===== src/rtl/mem_responder_if.sv =====
// CPU <-> memory bus for mem_responder.
//   addr     16  CPU address (from CPU AR)
//   wr_data   8  CPU write data
//   read      1  read request, level, sampled every cycle
//   write     1  write request, level, sampled every cycle
//   rd_data   8  registered read data returned to the CPU
//   oor       1  one-cycle flag: out-of-range access or read+write together
// The master modport is the CPU side and the slave modport is the memory side.
interface mem_responder_if;
  logic [15:0] addr;
  logic [7:0]  wr_data;
  logic        read;
  logic        write;
  logic [7:0]  rd_data;
  logic        oor;

  modport master (
    output addr, wr_data, read, write,
    input  rd_data, oor
  );

  modport slave (
    input  addr, wr_data, read, write,
    output rd_data, oor
  );
endinterface


===== src/rtl/mem_responder.sv =====
// mem_responder: memory-side responder that owns the program/data store.
//   RUN   (10): serves CPU reads and writes on the bus. Reads have one cycle of latency.
//   LOAD  (01): each rising edge of sw_step writes sw_data to store[ptr], then ptr advances.
//   CHECK (11): insp_data follows store[ptr] every cycle, and sw_step advances ptr.
//   IDLE  (00): nothing happens and the outputs hold.
// Ports:
//   clk        system clock. All state changes on the rising edge.
//   rst        asynchronous reset, active-low.
//   cpustate   requested mode. A registered copy of it is used from the next edge.
//   bus        CPU bus (slave side): addr, wr_data, read, write, rd_data, oor.
//   sw_data    switch data used in LOAD mode.
//   sw_step    step button, a synchronous level. Only its rising edge is used.
//   ptr        LOAD/CHECK pointer, zero-extended to 16 bits for the display.
//   insp_data  byte at ptr in CHECK mode (registered).
module mem_responder #(
  parameter int          AW    = 8,
  parameter logic [7:0]  INIT0 = 8'h00
) (
  input  logic             clk,
  input  logic             rst,
  input  logic [1:0]       cpustate,
  mem_responder_if.slave   bus,
  input  logic [7:0]       sw_data,
  input  logic             sw_step,
  output logic [15:0]      ptr,
  output logic [7:0]       insp_data
);

  localparam int DEPTH = 1 << AW;

  localparam logic [1:0] MODE_IDLE  = 2'b00;
  localparam logic [1:0] MODE_LOAD  = 2'b01;
  localparam logic [1:0] MODE_RUN   = 2'b10;
  localparam logic [1:0] MODE_CHECK = 2'b11;

  logic [7:0]    store [0:DEPTH-1];

  logic [1:0]    mode;
  logic          step_q;
  logic [AW-1:0] ptr_q;
  logic [7:0]    rd_data_q;
  logic [7:0]    insp_q;
  logic          oor_q;

  logic          step_rise;
  logic          entering_ptr_mode;
  logic          addr_oob;
  logic          run_read;
  logic          mem_we;
  logic [AW-1:0] mem_waddr;
  logic [7:0]    mem_wdata;

  assign step_rise = sw_step & ~step_q;

  // ptr restarts from 0 only when the mode moves into LOAD or CHECK from a
  // different mode. Switching between LOAD and CHECK also restarts it.
  assign entering_ptr_mode = (cpustate != mode) &&
                             ((cpustate == MODE_LOAD) || (cpustate == MODE_CHECK));

  // Any address bit at or above AW puts the access outside the store.
  assign addr_oob = ((32'(bus.addr) >> AW) != 32'd0);

  // A read that happens together with a write is dropped, so rd_data holds.
  assign run_read = (mode == MODE_RUN) && bus.read && !bus.write;

  // Single store write port, shared by CPU writes in RUN and switch loads in LOAD.
  always_comb begin
    // NOTE: every output of this block gets a default first, so no path
    // leaves one unassigned and no latch is inferred.
    mem_we    = 1'b0;
    mem_waddr = '0;
    mem_wdata = '0;
    if ((mode == MODE_RUN) && bus.write && !addr_oob) begin
      mem_we    = 1'b1;
      mem_waddr = bus.addr[AW-1:0];
      mem_wdata = bus.wr_data;
    end else if ((mode == MODE_LOAD) && step_rise) begin
      mem_we    = 1'b1;
      mem_waddr = ptr_q;
      mem_wdata = sw_data;
    end
  end

  // NOTE: the store has no reset. Its contents must survive rst, and without
  // a reset it can map onto block RAM.
  always_ff @(posedge clk) begin
    if (mem_we) begin
      store[mem_waddr] <= mem_wdata;
    end
  end

  // NOTE: all registered state uses non-blocking assignments. Every register
  // then samples values from before the edge, whatever the statement order.
  always_ff @(posedge clk or negedge rst) begin
    if (!rst) begin
      mode      <= MODE_IDLE;
      step_q    <= 1'b0;
      ptr_q     <= '0;
      rd_data_q <= INIT0;
      insp_q    <= INIT0;
      oor_q     <= 1'b0;
    end else begin
      mode   <= cpustate;
      // The edge detector runs in every mode. A button that is already held
      // when LOAD or CHECK is entered therefore does not count as a step.
      step_q <= sw_step;

      if (entering_ptr_mode) begin
        ptr_q <= '0;
      end else if (((mode == MODE_LOAD) || (mode == MODE_CHECK)) && step_rise) begin
        ptr_q <= ptr_q + AW'(1);
      end

      if (run_read) begin
        rd_data_q <= addr_oob ? 8'h00 : store[bus.addr[AW-1:0]];
      end

      if (mode == MODE_CHECK) begin
        insp_q <= store[ptr_q];
      end

      oor_q <= (mode == MODE_RUN) &&
               (((bus.read || bus.write) && addr_oob) || (bus.read && bus.write));
    end
  end

  assign bus.rd_data = rd_data_q;
  assign bus.oor     = oor_q;
  assign ptr         = 16'(ptr_q);
  assign insp_data   = insp_q;

endmodule


===== src/flat_wrapper.sv =====
// flat-port wrapper written by rule: the top's interface ports become plain ports
module mem_responder_flat 
#(
  parameter int          AW    = 8,
  parameter logic [7:0]  INIT0 = 8'h00
)
  (clk, rst, cpustate, sw_data, sw_step, ptr, insp_data, bus_addr, bus_wr_data, bus_read, bus_write, bus_rd_data, bus_oor);
  mem_responder_if bus_i ();
  input  logic clk;
  input  logic rst;
  input  logic [1:0] cpustate;
  input  logic [7:0] sw_data;
  input  logic sw_step;
  output logic [15:0] ptr;
  output logic [7:0] insp_data;
  input wire logic [$bits(bus_i.addr)-1:0] bus_addr;
  input wire logic [$bits(bus_i.wr_data)-1:0] bus_wr_data;
  input wire logic [$bits(bus_i.read)-1:0] bus_read;
  input wire logic [$bits(bus_i.write)-1:0] bus_write;
  output wire logic [$bits(bus_i.rd_data)-1:0] bus_rd_data;
  output wire logic [$bits(bus_i.oor)-1:0] bus_oor;
  assign bus_i.addr = bus_addr;
  assign bus_i.wr_data = bus_wr_data;
  assign bus_i.read = bus_read;
  assign bus_i.write = bus_write;
  assign bus_rd_data = bus_i.rd_data;
  assign bus_oor = bus_i.oor;
  mem_responder #(.AW(AW), .INIT0(INIT0)) u_core (.clk(clk), .rst(rst), .cpustate(cpustate), .bus(bus_i), .sw_data(sw_data), .sw_step(sw_step), .ptr(ptr), .insp_data(insp_data));
endmodule

===== config.mk =====
export PLATFORM = sky130hd
export DESIGN_NAME = mem_responder_flat
export DESIGN_NICKNAME = d
export VERILOG_FILES = /design/src/rtl/mem_responder_if.sv /design/src/rtl/mem_responder.sv /design/src/flat_wrapper.sv
export SDC_FILE = /design/constraint.sdc
export NUM_CORES = 2
export LEC_CHECK = 0
export BUFFER_PORTS_ARGS = -buffer_cell sky130_fd_sc_hd__buf_4
export CAP_MARGIN = 20
export CORE_ASPECT_RATIO = 0.7
export CORE_UTILIZATION = 30
export CTS_CLUSTER_SIZE = 28
export DETAILED_ROUTE_END_ITERATION = 10
export GPL_TIMING_DRIVEN = 0
export PLACE_DENSITY = 0.41
export SLEW_MARGIN = 25
export SYNTH_ARGS = -nofsm -noshare
export SYNTH_HDL_FRONTEND = slang
export SYNTH_SLANG_ARGS = --single-unit

===== constraint.sdc =====
create_clock -name clk -period 6.5 [get_ports clk]
set_input_delay 0.325 -clock clk [delete_from_list [all_inputs] [get_ports clk]]
set_output_delay 0.325 -clock clk [all_outputs]
set_load 0.02 [all_outputs]

======== Yosys cells after proc, flatten, opt, wreduce, memory -nomap -nowiden ========
Memory sizes are Yosys's and may differ from the RTL's. A register that Yosys moved wholly into a read port is not among the register bits.
Cells that the tools add are included.
operators by class
  multiplexer cells ....................... 11
  bitwise operators ....................... 2
  $add $sub $neg .......................... 1
  equality and inequality tests ........... 6
  reduce and logical (&&, ||, !) cells .... 19
operators with widths
  operator                                                          number
  8-bit two-way mux                                                 7
  32-bit nonzero test                                               1
  1-bit logical AND                                                 10
  8-bit by 1-bit adder with 8-bit output (second input constant)    1
  2-bit == test (second input constant)                             3
  2-bit by 1-bit == test with 1-bit output (second input constant)  2
  1-bit logical OR                                                  4
  1-bit two-way mux                                                 4
  1-bit logical NOT                                                 3
  2-bit inequality test                                             1
  2-bit nonzero test                                                1
  1-bit AND                                                         1
  1-bit inverter                                                    1
word-level totals
  bits in registers ....................... 20
  memory bits (writable) .................. 2048
  memories ................................ 1
  output and inout port bits .............. 33
  input bits .............................. 39
memory list
  name          depth  width  read ports  clocked after Yosys merged registers in  wr ports  RTL line             RTL
  u_core.store  256    8      2           1                                        1         mem_responder.sv:36  logic [7:0] store [0:DEPTH-1];

======== Logic depth before layout (Yosys ltp) ========
  depth after elaboration ................. 7
  gate-level depth with buffers ........... 13
  gate-level depth less buffers ........... 7

======== Least setup slack after synthesis ========
Ideal clock, no wire load.
  kind .................................... input-to-reg
  from .................................... in bus_addr[13]
  to ...................................... mem u_core.store[0][0], data pin
  cell stages on the path ................. 5
  data arrival time ....................... 4808 ps
  data required time ...................... 5635 ps
  path slack .............................. 827 ps
  cells stage by stage .................... nor4_1 and4_1 clkbuf_1 buf_1 a22o_1
between the ends
  word-level cells in the longest chain between the ends .. 4
RTL lines
  element                  RTL line             RTL
  from (decl)              flat_wrapper.sv:16   input wire logic [$bits(bus_i.addr)-1:0] bus_addr;
  32-bit nonzero test      mem_responder.sv:61  assign addr_oob = ((32'(bus.addr) >> AW) != 32'd0);
  1-bit logical NOT        mem_responder.sv:73  if ((mode == MODE_RUN) && bus.write && !addr_oob) begin
  1-bit logical AND        mem_responder.sv:73
  8-bit two-way mux        mem_responder.sv:73
  net u_core.mem_wdata[0]  mem_responder.sv:51  logic [7:0] mem_wdata;
  to (decl)                mem_responder.sv:36
The timed path passes the listed nets, and every way through them passes these cells.

======== Worst setup path in the final report ========
  from .................................... reg u_core.ptr_q[1]
  to ...................................... mem u_core.store[118][0], enable pin
between the ends
  word-level cells in the longest chain between the ends .. 2
RTL lines
  element                 RTL line              RTL
  from (decl)             mem_responder.sv:40   logic [AW-1:0] ptr_q;
  from (signal assigned)  mem_responder.sv:111  ptr_q <= ptr_q + AW'(1);
  8-bit two-way mux       mem_responder.sv:77   end else if ((mode == MODE_LOAD) && step_rise) begin
  8-bit two-way mux       mem_responder.sv:73
Every way passes these cells.

==> impl_metrics.ini <==
[outcome]
status = finished, violations left
violations = negative setup slack

[timing]
hold_viol_final = 0
setup_ws_ns = -0.4016
finalCritPeriodShare_pct = 106.2
worst_pin_slew_ns = 1.376
tns_ns = -117.01
setup_violations = 846
relSlewSlack_pct = 7.430
finalMaxSlewViolations = 0
period_needed_ns = 6.902
rsz0062_at_grt = false
finalClockSkew_ns = 0.08223
fmax_ghz = 0.1449

[setup_path]
startpoint_type = flop
r2r_start = u_core.ptr_q[1]
cp-end-kind = flop
cp.arrival_ns = 7.50
cp_cell_sequence = buf_2 -> buf_2 -> buf_4 -> clkbuf_2 -> buf_12 -> nand2b_1 -> o32ai_1 -> nand2_1 -> clkbuf_4 -> nor2_1
r2r-end = u_core.store[118][0]
crit_slowest_cell = nor2_1
slowest_delay_ns = 1.06
regToRegSetupSlack_ns = -0.40
critPathRequiredTime_ns = 7.10
crit_path_frequent_cell = buf_2
rr_worst_depth = 10
crit_type = reg -> reg
cp_max_fo = 10

[logic_synthesis]
synth_ff_type = edfxtp_1
ys_types = 71
yosysSeqAreaShare_pct = 64.08
syn_area_um2 = 97070
avgSynthCellArea_um2 = 19.75
async_flop_share_pct = 1.349
synth_edf_count = 2048
syn_inst = 4916
yosys_warnings = 0
ys_seq_elements = 2076

[clocking]
cts_max_path_buffers = 4
cts_made_buffers = 223
cts_max_level = 4
cts.sinks = 2076
postCtsSetupRepairBufs = 0
root_buffer = clkbuf_16
clock_latency_ns = 1.00
cts_tree = built
cts.clk_slew.worst_paths_ns = 0.07

[routing]
avgViaCountPerCell = 7.089
wl_per_cell_um = 65.96
dr.pass1.iters = 8
drc = 0
routed_wl_um = 658200
final_antenna_net_count = 0
drtIter0Drc = 16370
vias = 70740

[floorplanning]
core-area_um2 = 321600
die_x_um = 681.9
row_count = 174
initial_core_util_pct = 30.19
die_h_um = 477.9
die_area_um2 = 325900
ios = 72

[placement]
postPlaceCellArea_um2 = 108400
dp_hpwl_um = 476000
place.port_buffers = 59
gp_congestion = 1.049

[finish]
mostFrequentLayoutCell = edfxtp_1
drive_above_1_share_pct = 41.83
fin_area_um2 = 116300
syn_to_final_growth_pct = 19.77
num-fill-cells = 29670
fin_nets = 5457
layout_common_cells = edfxtp_1, mux4_2, mux2i_1, clkbuf_16, nor2_2

[power_and_ir_drop]
peakVddDrop_mv = 0.2209
p_leak_nw = 35.32
power_density_nw_per_um2 = 278.0
power_mw = 32.32

[hold_path]
hold_depth = 2
min_to = u_core.mode[1]
hold_start = cpustate[1]
hold_class = in -> reg

[global_routing]
antenna_found_initial = 115
grt_pass1_vias = 61100
grt_overflow = 0
grt_pass1_wl_um = 795000
grt_usage_pct = 39.63
grt_max_degree = 73

[flow_run]
maxCapViolCount = 0
==> cell families after synthesis <==
logic type,synth area share (%)
mux,27.56
flops,64.08
buf+inv,2.097
simple gates,2.734
fa+ha+maj,0.01289
other cells,0.003863
xor+xnor,0.07218
compound gates,3.438
==> Yosys cell counts (6+ instances only) <==
master / n / area, µm²
nor2_1: 315 / 1182
mux4_2: 1056 / 23780
edfxtp_1: 2048 / 61500
nand2b_1: 13 / 81.33
clkbuf_1: 154 / 578.1
nor2b_1: 14 / 87.58
mux2_2: 24 / 270.3
o22ai_1: 56 / 350.3
buf_6: 14 / 157.7
nor4_1: 17 / 106.4
o211ai_1: 19 / 142.6
a2111oi_0: 6 / 52.55
buf_1: 48 / 180.2
a211oi_1: 16 / 120.1
buf_4: 68 / 510.5
nand3_1: 48 / 240.2
o31ai_1: 8 / 60.06
mux2i_1: 270 / 2703
and2_1: 13 / 81.33
nand3b_1: 7 / 52.55
nand4_1: 7 / 43.79
a311oi_1: 8 / 70.07
a32oi_1: 7 / 61.31
dfrtp_1: 28 / 700.7
a32o_1: 7 / 70.07
and3_1: 9 / 56.30
nor3_1: 23 / 115.1
buf_2: 117 / 585.6
a22o_1: 26 / 227.7
a21oi_1: 74 / 370.4
a22oi_1: 84 / 630.6
o221ai_1: 48 / 420.4
o21ai_0: 36 / 180.2
nand2_1: 126 / 473.0
a221oi_1: 19 / 166.4
==> per-stage QoR <==
stage	setup slack, ns	hold WS, ns	util [%]	std cells
6_report	-0.4016	0.09525	36.16	9979
5_1_grt	0.01507	0.1069	36.10	9907
4_1_cts	0.01566	0.06719	36.07	9898
3_5_place_dp	-1.315	0.3388	33.72	9493
3_3_place_gp	-5.800	0.3410	32.01	9294
2_1_floorplan	0.8275	0.02941	-	4923
==> registers in the layout, indices dropped and copies added, names as in the netlist <==
register,cells
u_core.bus.oor,1
u_core.bus.rd_data,8
u_core.insp_data,8
u_core.mode,2
u_core.ptr_q,8
u_core.step_q,1
u_core.store,2048
==> worst max-delay path by stage <==
stage	cells after the start	start	slack, ns	to
after floorplan	5	bus_addr[13]	0.83	u_core.store[0][0]
after global placement	5	u_core.mode[1]	-5.80	u_core.store[148][0]
after detailed placement	10	u_core.ptr_q[1]	-1.31	u_core.store[219][3]
after CTS	11	u_core.ptr_q[0]	0.02	u_core.store[181][4]
after global routing	11	u_core.ptr_q[0]	0.02	u_core.store[117][6]
final	10	u_core.ptr_q[1]	-0.40	u_core.store[118][0]
==> what timing repair did <==
item                       in CTS  in global routing
resized for setup              53                  2
hold endpoints to repair       44                  0
hold buffers                   12                  0
setup endpoints to repair    1314                 58
==> worst max-delay path, delay by kind of cell (launching register included) <==
family / cells / cell delay (ns)
buffers and inverters: 6 / 3.50
and+or+nand+nor: 3 / 1.90
DFF: 1 / 0.69
AOI/OAI and AO/OA: 1 / 0.33
==> routing by layer <==
| layer | vias to the layer above | global-route usage, % | wire length [µm] |
|---|---|---|---|
| met3 | 1492 | 21.28 | 108400 |
| met5 | - | 0.4124 | 598 |
| li1 | 22420 | - | - |
| met1 | 39160 | 53.19 | 255900 |
| met2 | 7646 | 49.82 | 249600 |
| met4 | 28 | 22.62 | 43650 |
==> final cells by class <==
| type | count | area [µm²] | area share [%] |
|---|---|---|---|
| Antenna cell | 80 | 200.2 | 0.1722 |
| Buffer | 400 | 2474 | 2.128 |
| Clock buffer | 251 | 5738 | 4.935 |
| Clock inverter | 144 | 1494 | 1.285 |
| Inverter | 5 | 18.77 | 0.01614 |
| Multi-Input combinational cell | 2440 | 33950 | 29.20 |
| Sequential cell | 2076 | 62200 | 53.50 |
| Tap cell | 4312 | 5395 | 4.641 |
| Timing Repair Buffer | 271 | 4795 | 4.124 |
==> power by group <==
group	switching (mW)	leakage, nW	internal (mW)
clock	6.07	3.55	7.50
combinational	2.98	13.1	1.21
sequential	0.0226	18.6	14.5
total	9.07	35.3	23.3
Note: power is estimated with default switching activity, not from simulation.
